## config.mk

```make
export PLATFORM = sky130hd
export DESIGN_NAME = rtcalarm_bank
export DESIGN_NICKNAME = d
export VERILOG_FILES = /design/src/rtl/rtcalarm_bank.sv
export SDC_FILE = /design/constraint.sdc
export NUM_CORES = 1
export LEC_CHECK = 0
export ABC_AREA = 1
export ABC_CLOCK_PERIOD_IN_PS = 1600
export BUFFER_PORTS_ARGS = -buffer_cell sky130_fd_sc_hd__buf_2
export CELL_PAD_IN_SITES_DETAIL_PLACEMENT = 1
export CELL_PAD_IN_SITES_GLOBAL_PLACEMENT = 1
export CORE_MARGIN = 2
export CORE_UTILIZATION = 38
export CTS_CLUSTER_SIZE = 8
export DETAILED_ROUTE_END_ITERATION = 10
export GPL_ROUTABILITY_DRIVEN = 0
export PLACE_DENSITY = 0.78
export SYNTH_ARGS = -nofsm -noshare
export SYNTH_HDL_FRONTEND = slang
export SYNTH_SLANG_ARGS = --single-unit
```

## constraint.sdc

```tcl
create_clock -name i_clk -period 1.6 [get_ports i_clk]
set_input_delay 0 -clock i_clk [delete_from_list [all_inputs] [get_ports i_clk]]
set_output_delay 0 -clock i_clk [all_outputs]
set_load 0.05 [all_outputs]
```

## src/rtl/rtcalarm_bank.sv

```systemverilog
// Bank of daily BCD time-of-day alarms with per-channel one-shot mode and snooze re-arm.
// Trips are qualified by a seconds tick derived from changes of i_now.
module rtcalarm_bank #(
    parameter int NALARMS     = 4,
    parameter int LGN         = 2,
    parameter int SNOOZE_SECS = 300,
    parameter int LGSNOOZE    = 10
) (
    input  logic               i_clk,
    input  logic               i_reset,
    input  logic [21:0]        i_now,
    input  logic               i_wr,
    input  logic [LGN-1:0]     i_addr,
    input  logic               i_enable,
    input  logic               i_oneshot,
    input  logic               i_clear,
    input  logic               i_snooze,
    input  logic [21:0]        i_when,
    input  logic [2:0]         i_valid,
    output logic [31:0]        o_data,
    output logic [NALARMS-1:0] o_tripped,
    output logic               o_alarm
);

    localparam logic [LGSNOOZE-1:0] SnoozeLoad = LGSNOOZE'(SNOOZE_SECS);
    localparam logic [LGSNOOZE-1:0] SnoozeOne  = LGSNOOZE'(1);

    logic [21:0]         was;
    logic                tick;
    logic [NALARMS-1:0]  enabled, enabled_nxt;
    logic [NALARMS-1:0]  oneshot, oneshot_nxt;
    logic [NALARMS-1:0]  tripped, tripped_nxt;
    logic [NALARMS-1:0]  sel, match_trip, snz_trip;
    logic [21:0]         alarm_time     [NALARMS];
    logic [21:0]         alarm_time_nxt [NALARMS];
    logic [LGSNOOZE-1:0] snz            [NALARMS];
    logic [LGSNOOZE-1:0] snz_nxt        [NALARMS];
    logic [31:0]         rd_data;

    always_comb begin
        tick        = (i_now != was);
        enabled_nxt = enabled;
        oneshot_nxt = oneshot;
        tripped_nxt = tripped;
        sel         = '0;
        match_trip  = '0;
        snz_trip    = '0;
        rd_data     = '0;
        for (int k = 0; k < NALARMS; k++) begin
            alarm_time_nxt[k] = alarm_time[k];
            snz_nxt[k]        = snz[k];
            sel[k]        = i_wr && (i_addr == LGN'(k));
            match_trip[k] = tick && enabled[k] && (i_now == alarm_time[k]);
            snz_trip[k]   = tick && (snz[k] == SnoozeOne);

            if (match_trip[k] && oneshot[k]) enabled_nxt[k] = 1'b0;
            // Field writes land even when a trip happens in the same cycle
            if (sel[k]) begin
                enabled_nxt[k] = i_enable;
                oneshot_nxt[k] = i_oneshot;
                if (i_valid[0]) alarm_time_nxt[k][7:0]   = i_when[7:0];
                if (i_valid[1]) alarm_time_nxt[k][15:8]  = i_when[15:8];
                if (i_valid[2]) alarm_time_nxt[k][21:16] = i_when[21:16];
            end

            if (tick && (snz[k] > SnoozeOne)) snz_nxt[k] = snz[k] - SnoozeOne;

            if (match_trip[k] || snz_trip[k]) begin
                tripped_nxt[k] = 1'b1;
                if (snz_trip[k]) snz_nxt[k] = '0;
            end else if (sel[k] && i_clear) begin
                tripped_nxt[k] = 1'b0;
                snz_nxt[k]     = '0;
            end else if (sel[k] && i_snooze && tripped[k]) begin
                tripped_nxt[k] = 1'b0;
                snz_nxt[k]     = SnoozeLoad;
            end

            if (i_addr == LGN'(k)) begin
                rd_data = {6'h0, tripped[k], enabled[k], oneshot[k], (snz[k] != '0),
                           alarm_time[k]};
            end
        end
    end

    always_ff @(posedge i_clk) begin
        if (i_reset) begin
            was     <= '0;
            enabled <= '0;
            oneshot <= '0;
            tripped <= '0;
            o_data  <= '0;
            for (int k = 0; k < NALARMS; k++) begin
                alarm_time[k] <= '0;
                snz[k]        <= '0;
            end
        end else begin
            was     <= i_now;
            enabled <= enabled_nxt;
            oneshot <= oneshot_nxt;
            tripped <= tripped_nxt;
            o_data  <= rd_data;
            for (int k = 0; k < NALARMS; k++) begin
                alarm_time[k] <= alarm_time_nxt[k];
                snz[k]        <= snz_nxt[k];
            end
        end
    end

    assign o_tripped = tripped;
    assign o_alarm   = |tripped;

endmodule

```

### After elaboration in Yosys (flattened, before gate mapping)

Memory sizes are Yosys's and may differ from the RTL's.
Index checks and enable logic that the tools add are counted.

* flip-flop bits (word level): 66
* output and inout bits: 37
* memory bits (writable): 128
* memories kept: 2

* equal/unequal tests: 12
* reduce and logical (&&, ||, !) cells: 55
* multiplexer cells: 71
* order comparisons: 4
* $add $sub $neg: 4
* bitwise logic cells: 8

Memory list
* alarm_time: words 4, bits a word 22, read ports 4, clocked after memory_dff 0, wr ports 4, RTL line 34 `logic [21:0] alarm_time [NALARMS];`
* snz: words 4, bits a word 10, read ports 4, clocked after memory_dff 0, wr ports 4, RTL line 36 `logic [LGSNOOZE-1:0] snz [NALARMS];`

Operator list (count)
* $mux 10: 24
* $mux 22: 8
* $mux 26: 4
* $eq 22x22->1: 4
* $mux 8: 8
* $eq 10x1->1 const B: 4
* $gt 10x1->1 const B: 4
* $reduce_bool 10->1: 4
* $sub 10x1->10 const B: 4
* $logic_and 1x1->1: 36
* $mux 6: 4
* $mux 1: 23
* $ne 22x22->1: 1
* $reduce_bool 3->1: 4
* $or 1x1->1: 8
* $reduce_bool 2->1: 4
* $reduce_or 4->1: 2
* $eq 2x2->1 const B: 2
* $logic_or 1x1->1: 4
* $eq 2x1->1 const B: 1
* $logic_not 2->1: 1

### Depth between registers and ports, before layout

* word-level depth: 8
* mapped depth: 15

### Worst setup path after synthesis

OpenSTA, ideal clock, no wires.

* path kind: flip-flop to flip-flop
* start point: mem snz[3][0]
* end point: mem snz[3][1]
* arrival time: 1.542 ns
* required time: 1.483 ns
* buffers on the path: 0
* setup slack: -0.059 ns
* cell stages (with the launch flop): 11
* cells stage by stage: dfxtp_1 -> inv_1 -> ha_1 -> nand2_1 -> nor2_1 -> a21oi_1 -> nand2_4 -> inv_2 -> nand2_1 -> o21ai_0 -> nor2_1

RTL lines (RTL line)
* start: declaration: 36

==> results.md <==
* Run status: finished with violations
* Failing checks: setup timing
* HPWL Detailed at 27130 um
* Slew HR at 0.5184
* Sequential fraction of the synthesis area at 0.3770
* Drt first-iter violations at roughly 960
* DP Cell Count at 2110
* RSZ-0062 raised after global routing: true
* Clock tree from TritonCTS: yes
* Post-synth top area share at 0.3770
* Drt pass-1 iters at 5
* Pin count of the biggest net entering global routing at 71
* Mapped Avg Cell Area at between 6 and 7 sq um
* P_leak at 6.418 nW
* CTS Buffer Depth at 2
* DRC errors left at 0
* Worst Tran Pin Value at 0.7206 ns
* # rows at 59
* Antenna violations before repair at 2
* Port Buffers at 86
* Core Util, Final at 0.5351
* Setup Skew at 0.01323 ns
* Final hold slack at 0.04611 ns
* Final #Nets at between 1500 and 2000
* Sw Share at 0.4064
* Worst Hold Class: input pin to register
* Synth warn at 0
* Period utilization at 1.180
* Chip width at between 150 and 200 um
* Io pins at 93
* Crit path kind: register to register
* Initial Util at 0.3852
* Logic pwr share at 0.442
* Via count at 11650
* First-pass GRT wire length at a little over 60000 um
* Global-route usage over all layers at 0.2772
* Setup WS post-layout at -0.2879 ns
* Die footprint at 27580 sq um
* Share of cells above drive strength 1 at 0.2921
* Peak VDD IR at approximately 0.65 mV
* Placed cell areas at 12010 sq um
* Final hold viol count at 0
* Post-route cell area at 13870 sq um
* Core area at 25910 sq um
* FFs w/ async S/R, synth at 0
* Mapped Cells at roughly 1600
* Vias in the first global route at around 12000
* Cell Int Power at 10.65 mW
* Vias per std cell at 5.307
* Delay of the slowest critical-path stage at 0.33 ns
* Fin crit period at 1.888 ns
* Worst path cell trace: inv_1 > nand2_1 > nand2_2 > nor2_4 > nand2_2 > nor2_4 > nand3_4 > buf_12 > buf_4 > nand3_1 > xor2_1 > nor2_1
* Most frequent cell after synthesis: nand2_1
* CP max-delay cell: dfxtp_2
* Critical Path AT at 2.21 ns
* Max Slew Vio Count at 0
* # H-tree levels at 4
* Clock share of power at 0.242
* Synth top cells by count: nand2_1 (423), inv_1 (211), dfxtp_1 (188)
* Area Growth Syn to Fin at 38.91%
* Top_reg_cell synth: dfxtp_1
* Switching pwr at 7.295 mW
* Remaining Overflow, GRT at 0
* Fmax at around 0.53 GHz
* CP Max Fanout at 7
* Area leader, netlist: dfxtp_1
* Wirelength per Cell at 19.27 um
* Total power at 17.95 mW
* Antenna viol nets, final at 0
* Flop pwr share at 0.316
* Clk pin slew, worst setup/hold paths at ~0.070 ns
* Critical Path Start Type: register
* CTS Buf Count at 17
* Final Setup Violations at 47
* Mapped Area at 9982 sq um
* Die span in y at 166.1 um
* Root Driver: clkbuf_16
* Clock Sinks at 188
* Number of synthesized flops with an enable pin at 0
* Power density cells at 1294 nW/um^2
* Netlist cell types at 32
* # Max-Cap Violations at 0
* Layout Cells excl Fill at 2195
* Post-Route WL at 42300 um
* Yosys reg bits at 188
* Synth area leaders: dfxtp_1 (38%), nand2_1 (16%), inv_1 (7.9%), o21ai_0 (7.8%), nor2_1 (7.0%)
* CP endpoint kind: register
* Worst skew pair latency at 0.44 ns
* Worst path required time at roughly 1.9 ns
power groups by stage:
stage / clock (mW) / sequential, mW / combinational (mW)
2_1_floorplan: 0 / 5.82 / 3.94
3_3_place_gp: 0 / 5.67 / 6.12
3_5_place_dp: 0 / 5.70 / 6.39
4_1_cts: 4.33 / 5.60 / 6.75
5_1_grt: 4.54 / 5.72 / 8.76
6_report: 4.35 / 5.67 / 7.93
worst max-delay path: cells and delay by family (launching register included):
| family | cells | cell delay (ns) |
|---|---|---|
| flops | 1 | 0.33 |
| simple gates | 8 | 0.83 |
| xor+xnor | 1 | 0.21 |
| buf+inv | 3 | 0.39 |
stage by stage:
| step | worst slack (ns) | TNS [ns] |
|---|---|---|
| after floorplan | 0.03164 | 0 |
| after detailed placement | -0.3417 | -10.30 |
| after CTS | -0.1890 | -5.843 |
| after global routing | -0.3833 | -13.67 |
| final | -0.2879 | -9.566 |
| after global placement | -0.2920 | -7.469 |
kinds of logic after synthesis:
family,synth area share
AOI/OAI and AO/OA,0.1665
and+or+nand+nor,0.2823
other,0.0003757
DFF,0.3770
buffers and inverters,0.1141
adders and majority gates,0.01504
xor gates and xnor gates,0.04475
path summary, 6_finish.rpt:
path / startpoint / to / slack (ns) / cells past startpoint
worst max-delay path: was[12] / snz[1][4] / -0.29 / 12
worst min-delay path: i_addr[1] / o_data[25] / 0.05 / 4
worst max register to register: was[12] / snz[1][4] / -0.29 / 12
worst min register to register: alarm_time[2][12] / alarm_time[2][12] / 0.48 / 2
flip-flops by register name (all words and copies together), names as in the netlist:
signal,cells
oneshot,4
o_tripped,4
was,22
o_data,26
enabled,4
alarm_time,88
snz,40
cells in the final DEF (no fill, tap or decap), types with 19 or more instances in the layout:
cell type,synthesis,routed
nand2_1,423,353
inv_1,211,200
buf_4,10,174
nor2_1,187,142
dfxtp_1,188,140
o21ai_0,155,136
a21oi_1,128,118
buf_2,4,86
nand2_2,8,62
dfxtp_2,0,48
dlygate4sd3_1,0,46
nor2_2,0,32
inv_2,22,30
xor2_1,32,29
nand3_1,35,26
nand4_1,26,26
o22ai_1,23,23
clkbuf_16,0,19
what timing repair did:
action                                  CTS  global route
pin swaps                                15            66
endpoints found under the setup margin   48            49
cloned                                    0             2
hold buffers                             46             0
resized for setup                        60           208
endpoints found under the hold margin   113             0
setup buffers                             2             2
layer usage:
layer	global-route usage	wire length [um]	part of all wire	vias to the layer above
li1	-	-	-	5467
met1	0.3681	18180	0.43	5623
met2	0.4718	20030	0.47	427
met3	0.03051	2399	0.057	129
met4	0.08960	1671	0.040	2
met5	0	13	0.00031	-
cell type report:
| class | instances | area (sq um) |
|---|---|---|
| Sequential cell | 188 | 3824 |
| Clock buffer | 20 | 456.7 |
| Tap cell | 335 | 419.2 |
| Clock inverter | 12 | 115.1 |
| Multi-Input combinational cell | 1089 | 5767 |
| Inverter | 233 | 880.8 |
| Timing Repair Buffer | 317 | 2401 |
| Antenna cell | 1 | 2.502 |
| Fill cell | 3377 | 12050 |
Power figures use the tool's default switching activity.
